==> src/rtl/rr_mux_4to1.sv <==
// rtl/rr_mux_4to1.sv - four-stream round-robin collector with registered output stage
module rr_mux_4to1 #(
  parameter int DATA_W = 8
) (
  input  logic                clk,
  input  logic                rst,
  input  logic [3:0]          in_valid,
  input  logic [4*DATA_W-1:0] in_data,
  output logic [3:0]          in_ready,
  output logic                out_valid,
  output logic [DATA_W-1:0]   out_data,
  output logic [1:0]          out_sel,
  input  logic                out_ready
);

  logic [1:0] last_grant;
  logic [1:0] grant;
  logic [1:0] scan_idx;
  logic       grant_valid;
  logic       load_en;
  logic       take;

  assign load_en = !out_valid || out_ready;
  assign take    = load_en && grant_valid && !rst;

  // Scan starts one past the last winner so every requester waits at most three grants.
  always_comb begin
    grant_valid = 1'b0;
    grant       = last_grant;
    scan_idx    = last_grant;
    for (int k = 1; k <= 4; k++) begin
      scan_idx = last_grant + 2'(k);
      if (!grant_valid && in_valid[scan_idx]) begin
        grant_valid = 1'b1;
        grant       = scan_idx;
      end
    end
  end

  always_comb begin
    in_ready = 4'b0000;
    if (take) begin
      in_ready = 4'b0001 << grant;
    end
  end

  always_ff @(posedge clk) begin
    if (rst) begin
      out_valid  <= 1'b0;
      out_data   <= '0;
      out_sel    <= 2'b00;
      last_grant <= 2'd3;
    end else if (take) begin
      out_valid  <= 1'b1;
      out_data   <= in_data[grant*DATA_W +: DATA_W];
      out_sel    <= grant;
      last_grant <= grant;
    end else if (out_valid && out_ready) begin
      out_valid  <= 1'b0;
    end
  end

endmodule
==> config.mk <==
export PLATFORM = sky130hd
export DESIGN_NAME = rr_mux_4to1
export DESIGN_NICKNAME = d
export VERILOG_FILES = /design/src/rtl/rr_mux_4to1.sv
export SDC_FILE = /design/constraint.sdc
export NUM_CORES = 1
export LEC_CHECK = 0
export CAP_MARGIN = 10
export CORE_UTILIZATION = 37
export DETAILED_ROUTE_END_ITERATION = 6
export PLACE_DENSITY = 0.9
export SYNTH_ARGS = -nofsm -noshare
export SYNTH_HDL_FRONTEND = slang
export SYNTH_SLANG_ARGS = --single-unit
==> constraint.sdc <==
create_clock -name clk -period 2 [get_ports clk]
set_input_delay 0.2 -clock clk [delete_from_list [all_inputs] [get_ports clk]]
set_output_delay 0.2 -clock clk [all_outputs]
set_load 0.005 [all_outputs]
==> impl_metrics.toml, run 1 <==
[critical_path]
cp-start-kind = "input port"
crit_path_top_delay_cell = "clkdlybuf4s50_1"
critPathMaxFanout = 5
worstSetupPathType = "input port to primary output"
path_depth = 5
reg2reg_depth = 8
cp_top_family = "buffers and inverters"
end_kind = "primary output"
worst-path-buf-inv = 2
arrival_ns = 1.86
worstPathCellList = "clkdlybuf4s50_1 -> nor3_4 -> or2b_1 -> nor2_1 -> clkdlybuf4s50_1"
cpPeakStageDelay_ns = 0.51
required_ns = 1.80
cpMostUsedCell = "clkdlybuf4s50_1"

[place]
portBuffers = 53
dpl_cell_area_um2 = 1516
gp_congestion = 0.7457
dp_hpwl_um = 2265
post-place-ws_ns = -0.2284

[clocking]
cts_buffers = 3
cts_tree = "done"
cts_buffer_depth = 2
cts_hold_buf = 0
h-tree-depth = 1
clock_sinks = 13
clk_transition_reported_paths_ns = 0.08
clk_latency_ns = 0.28
clock-root-buffer = "clkbuf_4"

[final_layout]
insertedDiodeCount = 0
fillerInstances = 185
area_delta_synth_final_pct = 71.56
finish.instance_area_um2 = 1593
regArea_um2 = 265.3
nNetsFinal = 209
drive_gt1_share_pct = 27.81
mostFrequentLayoutCells = "46 x clkdlybuf4s50_1, 17 x buf_4, 16 x nand3_1"
multiInputGateArea_um2 = 619.3
final_util_pct = 69.34
layout_commonest_cell = "clkdlybuf4s50_1"

[yosys]
yosys_warnings = 0
yosysSeqAreaShare_pct = 28.03
syn_area_per_cell_um2 = 9.013
synth_cell_types = 30
ys_ff_latch = 13
syn_inst = 103
syn_nets = 142
netlist_area_um2 = 928.4

[floorplan]
rows = 17
num_io_pins = 54
die_h_um = 52.09
die_area_um2 = 2713
die_w_um = 52.09
start_util_pct = 40.41
core_area_um2 = 2297

[sta]
clock_skew_ns = 0.006274
slew_headroom_pct = 74.20
setup_viol = 1
worst_slew_pin_slew_ns = 0.3855
setup_slack_ns = -0.06295
rsz0062_at_grt = "true"
drv_slew = 0
period_share_pct = 103.1
max_freq_ghz = 0.4847
hold_violations = 0
post-route-min-period_ns = 2.063
hold_ws_ns = 0.4867

[power_and_ir_drop]
pwr-share-seq_pct = 35.7
p_comb_share_pct = 46.7
internal-power_w = 0.0006294
p_leak_nw = 0.6576
irDropWorstVdd_uv = 403.0
p_switching_w = 0.0002927
power_w = 0.0009221
swShare_pct = 31.74
clkPwrFrac_pct = 17.6
power.density_nw_per_um2 = 579.0

[worst_hold_path]
hp-class = "flop to flop"
whs_path_depth = 2

[grt]
grt_max_degree = 12
grt_antenna_before_repair = 0
grt_pass1_vias = 1113
grt-ovfl-total = 0
track_usage_pct = 24.16
grt_pass1_wl_um = 4809

[route]
routed_wl_um = 3051
drc = 0
vias = 1055
firstDrtPassIters = 4
drt-initial-drc-count = 18
ant_nets = 0
drt-wirelength-per-cell_um = 15.49
viasPerCell = 5.355

[job]
max-cap-violations = 0

[outcome]
violations = "negative setup slack"
run_status = "complete, but fails checks"
power by group through the flow:
stage          Clock, W  Combinational (W)  Sequential [W]
5_1_grt        0.000178           0.000461        0.000333
3_3_place_gp          0           0.000385        0.000329
6_report       0.000162           0.000431        0.000329
4_1_cts        0.000167           0.000419        0.000328
2_1_floorplan         0           0.000207        0.000326
3_5_place_dp          0           0.000398        0.000332
repair_timing:
item / 4_1_cts / 5_1_grt
setup endpoints to repair: 4 / 3
setup buffers: 4 / 1
resized for setup: 13 / 6
pin swaps: 1 / 0
synth_stat cells, drive strengths merged:
master  instances  share of area, %
inv             1              0.40
a21oi           2               1.1
and3            2               1.3
buf             7               7.4
o31a            1              0.94
mux2i           9               9.7
nor2b           2               1.3
a31oi           1              0.67
mux2            8               9.7
o211ai          8                11
o21ai           1              0.54
a21o            1              0.81
and2            1              0.67
nand2b          2               1.3
nand3b          1              0.81
or2b            1              0.81
o21bai          1              0.81
nor3b           1              0.81
nor3            4               3.4
clkbuf          1              0.40
nor4            1               2.3
dfxtp          13                28
nor2            8               3.2
nand2          10               4.0
nand3          16               8.6
registers in the layout, indices dropped and copies added (netlist names):
signal / cells
last_grant: 2
out_valid: 1
out_sel: 2
out_data: 8
final cells by class:
cell class / count / area share (%)
timing repair buffer: 70 / 40.30
tap: 28 / 2.200
inverter: 1 / 0.2357
multi-input combinational: 81 / 38.88
clock buffer: 3 / 1.414
clock inverter: 1 / 0.3142
sequential: 13 / 16.65
per-stage QoR:
stage               std cells  setup TNS [ns]
floorplan                 103               0
CTS                       196        -0.05466
detailed placement        188          -1.279
global placement          188         -0.5553
finish                    197        -0.06295
global route              197         -0.2138
final timing paths:
| check | startpoint | endpoint | slack, ns |
|---|---|---|---|
| worst max-delay path | rst | in_ready[1] | -0.06 |
| worst max register to register | last_grant[1]$_SDFFE_PP1P_ | out_data[4]$_SDFFE_PP0P_ | 0.15 |
| worst min register to register | out_data[3]$_SDFFE_PP0P_ | out_data[3]$_SDFFE_PP0P_ | 0.49 |
| worst min-delay path | out_data[3]$_SDFFE_PP0P_ | out_data[3]$_SDFFE_PP0P_ | 0.49 |
worst reg2reg max path, stage by stage (launching register included):
cell	delay, ns
dfxtp_4	0.40
mux2i_1	0.23
nor2_1	0.09
nor3_2	0.18
buf_4	0.17
buf_4	0.10
buf_4	0.19
mux2_2	0.37
o211ai_2	0.06
metal layers:
layer  global-route usage [%]  vias to the layer above  share of wire [%]  wire (um)
met2                    47.44                       42                 53       1627
met5                        0                        -                  0          0
met4                    7.658                        0                2.1         65
met1                    23.90                      500                 39       1177
li1                         -                      503                  -          -
met3                    6.433                       10                5.9        181
cell families (layout without fill, tap and decap cells):
| logic type | Yosys count | in the layout | synth area share (%) |
|---|---|---|---|
| and+or+nand+nor | 49 | 49 | 28.71 |
| AOI/OAI and AO/OA | 15 | 15 | 15.63 |
| muxes | 17 | 17 | 19.41 |
| buffers and inverters | 9 | 75 | 8.219 |
| DFF | 13 | 13 | 28.03 |
Power figures use the tool's default switching activity.
==> run 2: changes to the inputs <==
CORE_MARGIN = 10   (was unset)
==> impl_metrics.toml, run 2 (synthesis gave the netlist of run 1 again) <==
[power_and_ir_drop]
irDropWorstVdd_uv = 348.9
pwr-share-seq_pct = 35.0
p_comb_share_pct = 47.0
p_leak_nw = 0.6820
internal-power_w = 0.0006426
clkPwrFrac_pct = 18.0
p_switching_w = 0.0002941
swShare_pct = 31.40
power.density_nw_per_um2 = 579.4

[critical_path]
cpPeakStageDelay_ns = 0.39
end_kind = "primary output"
worst-path-buf-inv = 5
arrival_ns = 1.70
critPathMaxFanout = 8
crit_path_top_delay_cell = "dfxtp_4"
required_ns = 1.80
cpMostUsedCell = "buf_4"
worstPathCellList = "buf_4 -> nor3b_4 -> nor3_2 -> buf_4 -> buf_4 -> buf_4 -> nor2_1 -> buf_2"
worstSetupPathType = "flop to primary output"
r2r_slack_ns = 0.24
cp-start-kind = "flop"
cp_top_family = "buffers and inverters"

[clocking]
cts_hold_buf = 0
cts_buffers = 3
cts_buffer_depth = 2
cts_tree = "done"
clock-root-buffer = "clkbuf_4"
clk_transition_reported_paths_ns = 0.09
clk_latency_ns = 0.28
clock_sinks = 13
h-tree-depth = 1

[floorplan]
num_io_pins = 54
die_w_um = 70.09
die_area_um2 = 4913
rows = 18
die_h_um = 70.09
core_area_um2 = 2432
start_util_pct = 38.17

[final_layout]
area_delta_synth_final_pct = 74.12
top_register = "out_data"
reg.largest.list = "out_data (8), last_grant (2), out_sel (2)"
final_util_pct = 66.46
layout_commonest_cell = "clkdlybuf4s50_1"
mostFrequentLayoutCells = "45 x clkdlybuf4s50_1, 20 x buf_4, 16 x nand3_1"
drive_gt1_share_pct = 27.33
nNetsFinal = 212
finish.instance_area_um2 = 1617
largest_register_ff_count = 8
insertedDiodeCount = 0

[sta]
setup_viol = 0
max_freq_ghz = 0.5261
setup_slack_ns = 0.09909
drv_slew = 0
period_share_pct = 95.05
post-route-min-period_ns = 1.901
slew_headroom_pct = 76.09
hold_ws_ns = 0.4846
fin_tns_setup_ns = 0
worst_slew_pin_slew_ns = 0.3573
hold_violations = 0
rsz0062_at_grt = "false"
clock_skew_ns = 0.002893

[grt]
track_usage_pct = 14.54
grt-ovfl-total = 0
grt_max_degree = 13
grt_pass1_wl_um = 5851
grt_pass1_vias = 1131
grt_antenna_before_repair = 0

[route]
drt-initial-drc-count = 85
vias = 1037
drt-wirelength-per-cell_um = 17.04
firstDrtPassIters = 4
routed_wl_um = 3443
ant_nets = 0
viasPerCell = 5.134
drc = 0

[outcome]
run_status = "finished, final reports clean"

[place]
portBuffers = 53
post-place-ws_ns = -0.2151
gp_congestion = 0.9130
dp_hpwl_um = 2835
dpl_cell_area_um2 = 1549

[worst_hold_path]
hp-class = "flop to flop"

[job]
max-cap-violations = 0
## run 2: routing by layer
metal	GRT usage (%)	wire, um
met4	4.825	40
met2	26.18	1800
met3	5.226	232
met5	0	0
met1	15.16	1369
## run 2: final timing paths
path | to | startpoint | cells after the start
setup / recovery | in_ready[1] | last_grant[1]$_SDFFE_PP1P_ | 8
hold / removal | out_data[6]$_SDFFE_PP0P_ | out_data[6]$_SDFFE_PP0P_ | 2
setup reg to reg | out_data[6]$_SDFFE_PP0P_ | last_grant[1]$_SDFFE_PP1P_ | 9
hold reg to reg | out_data[6]$_SDFFE_PP0P_ | out_data[6]$_SDFFE_PP0P_ | 2
## run 2: power by group through the flow
| stage | registers [W] | clock network (W) | logic [W] |
|---|---|---|---|
| 2_1_floorplan | 0.000326 | 0 | 0.000207 |
| 3_3_place_gp | 0.000327 | 0 | 0.000407 |
| 3_5_place_dp | 0.000331 | 0 | 0.000421 |
| 4_1_cts | 0.000327 | 0.000172 | 0.000439 |
| 5_1_grt | 0.000334 | 0.000186 | 0.000474 |
| 6_report | 0.000328 | 0.000169 | 0.000440 |
## run 2: cell type report
class                           instances  area [um^2]
Clock buffer                            4        26.28
Fill cell                             190        815.8
Inverter                                1        3.754
Multi-Input combinational cell         81        616.8
Sequential cell                        13        265.3
Tap cell                               30        37.54
Timing Repair Buffer                   73        666.9
## run 2: through the flow
step	std cells	power (W)
floorplan	103	0.0005334
global placement	194	0.0007344
detailed placement	194	0.0007523
CTS	202	0.0009389
global route	202	0.0009939
finish	202	0.0009367
## run 2: repair_timing
action | CTS | global route
endpoints found under the setup margin | 4 | 0
endpoints found under the hold margin | 0 | 0
setup buffers | 4 | 0
resized for setup | 18 | 0
## run 2: worst reg2reg max path, cell delays in order (launching register included)
cell,delay (ns)
dfxtp_4,0.39
buf_4,0.15
nor3b_4,0.20
nor3_2,0.07
buf_4,0.14
buf_4,0.13
buf_4,0.13
buf_4,0.15
mux2i_1,0.21
o211ai_2,0.09
==> run 3: changes to the inputs <==
MAX_ROUTING_LAYER = met4   (was unset)
==> impl_metrics.toml, run 3 (synthesis gave the netlist of run 1 again) <==
[power_and_ir_drop]
power.density_nw_per_um2 = 585.4
swShare_pct = 31.75
internal-power_w = 0.0006478
irDropWorstVdd_uv = 374.2
p_leak_nw = 0.6850
pwr-share-seq_pct = 34.4
p_comb_share_pct = 47.3
p_switching_w = 0.0003014
clkPwrFrac_pct = 18.3

[floorplan]
die_w_um = 70.09
rows = 18
die_area_um2 = 4913
num_io_pins = 54
die_h_um = 70.09
core_area_um2 = 2432
start_util_pct = 38.17

[sta]
drv_slew = 0
setup_viol = 0
fin_tns_setup_ns = 0
clock_skew_ns = 0.001063
max_freq_ghz = 0.5164
slew_headroom_pct = 72.82
post-route-min-period_ns = 1.937
worst_slew_pin_slew_ns = 0.4062
hold_violations = 0
period_share_pct = 96.83
setup_slack_ns = 0.06334

[critical_path]
crit_path_top_delay_cell = "dfxtp_4"
worstPathCellList = "mux2i_1 -> nor2_1 -> nor3_2 -> buf_4 -> inv_1 -> and3_1 -> clkdlybuf4s15_1"
critPathMaxFanout = 7
r2r_slack_ns = 0.11
arrival_ns = 1.74
end_kind = "primary output"
cp-start-kind = "flop"
required_ns = 1.80
cpPeakStageDelay_ns = 0.40
worstSetupPathType = "flop to primary output"

[clocking]
clock-root-buffer = "clkbuf_4"
cts_hold_buf = 0
cts_tree = "done"
cts_buffers = 3
h-tree-depth = 1
cts_buffer_depth = 2
clk_transition_reported_paths_ns = 0.08
clk_latency_ns = 0.29
clock_sinks = 13

[final_layout]
area_delta_synth_final_pct = 74.66
nNetsFinal = 214
largest_register_ff_count = 8
fillerInstances = 201
reg.largest.list = "out_data (8), last_grant (2), out_sel (2)"
mostFrequentLayoutCells = "45 x clkdlybuf4s50_1, 22 x buf_4, 16 x nand3_1"
layout_commonest_cell = "clkdlybuf4s50_1"
insertedDiodeCount = 0
top_register = "out_data"
final_util_pct = 66.67
drive_gt1_share_pct = 26.44

[grt]
grt_antenna_before_repair = 0
grt_pass1_wl_um = 5816
grt_pass1_vias = 1134
track_usage_pct = 14.78
grt-ovfl-total = 0
grt_max_degree = 13

[route]
drc = 0
drt-wirelength-per-cell_um = 17.84
vias = 1045
firstDrtPassIters = 4
viasPerCell = 5.123
drt-initial-drc-count = 55
routed_wl_um = 3640
ant_nets = 0

[place]
post-place-ws_ns = -0.2060
portBuffers = 53
gp_congestion = 0.9413
dp_hpwl_um = 2846

[job]
max-cap-violations = 0

[worst_hold_path]
hp-class = "flop to flop"

[outcome]
run_status = "finished, final reports clean"
==> run 3: changes by cell type in the layout (fill, tap and decap cells not counted), sizes merged <==
| cell | before | now |
|---|---|---|
| clkdlybuf4s15 | 0 | 1 |
| buf | 21 | 22 |
==> run 3: cell type report <==
type | instances | area (um^2) | area share, %
clock buffers | 4 | 26.28 | 1.620
inverters | 1 | 3.754 | 0.2315
multi-input cells | 81 | 601.8 | 37.11
flip-flops and latches | 13 | 265.3 | 16.36
well taps | 30 | 37.54 | 2.315
repair buffers | 75 | 686.9 | 42.36
==> run 3: path summary, 6_finish.rpt <==
kind | cells past startpoint | startpoint | end
max | 7 | last_grant[1]$_SDFFE_PP1P_ | in_ready[3]
min | 2 | out_data[7]$_SDFFE_PP0P_ | out_data[7]$_SDFFE_PP0P_
max reg2reg | 9 | last_grant[1]$_SDFFE_PP1P_ | out_data[0]$_SDFFE_PP0P_
min reg2reg | 2 | out_data[7]$_SDFFE_PP0P_ | out_data[7]$_SDFFE_PP0P_
==> run 3: metal layers <==
layer  vias up  GRT usage, %  share of wire (%)
li1        510             -                  -
met1       488         14.60                 40
met2        40         27.49                 52
met3         7         3.672                5.9
met4         0         4.825                1.5
met5         -             -                  0
==> run 3: worst max-delay path, delay by kind of cell, from the launching register on <==
family | cells | cell delay [ns]
buffers and inverters | 3 | 0.41
flip-flops | 1 | 0.40
AND/OR/NAND/NOR | 3 | 0.43
multiplexers | 1 | 0.21
==> run 3: metrics by stage <==
stage,total power (W),area (um^2),hold slack [ns],std cells
after global routing,0.0009929,1622,0.5062,204
final,0.0009492,1622,0.4822,204
after floorplan,0.0005334,928.4,0.4027,103
after CTS,0.0009290,1598,0.4871,201
after global placement,0.0007342,1549,0.4568,194
after detailed placement,0.0007552,1549,0.4686,194
==> run 3: timing repair <==
action | CTS | global route
gates resized for setup | 12 | 1
hold endpoints to repair | 0 | 0
pin swaps | 3 | 1
buffers inserted | 3 | 3
endpoints found under the setup margin | 4 | 1
gates cloned | 0 | 0
==> run 3: power by group through the flow <==
stage               sequential, W  clock [W]  combinational [W]
finish                   0.000327   0.000173           0.000449
global route             0.000333   0.000178           0.000482
CTS                      0.000326   0.000170           0.000432
detailed placement       0.000331          0           0.000425
global placement         0.000327          0           0.000407
floorplan                0.000326          0           0.000207
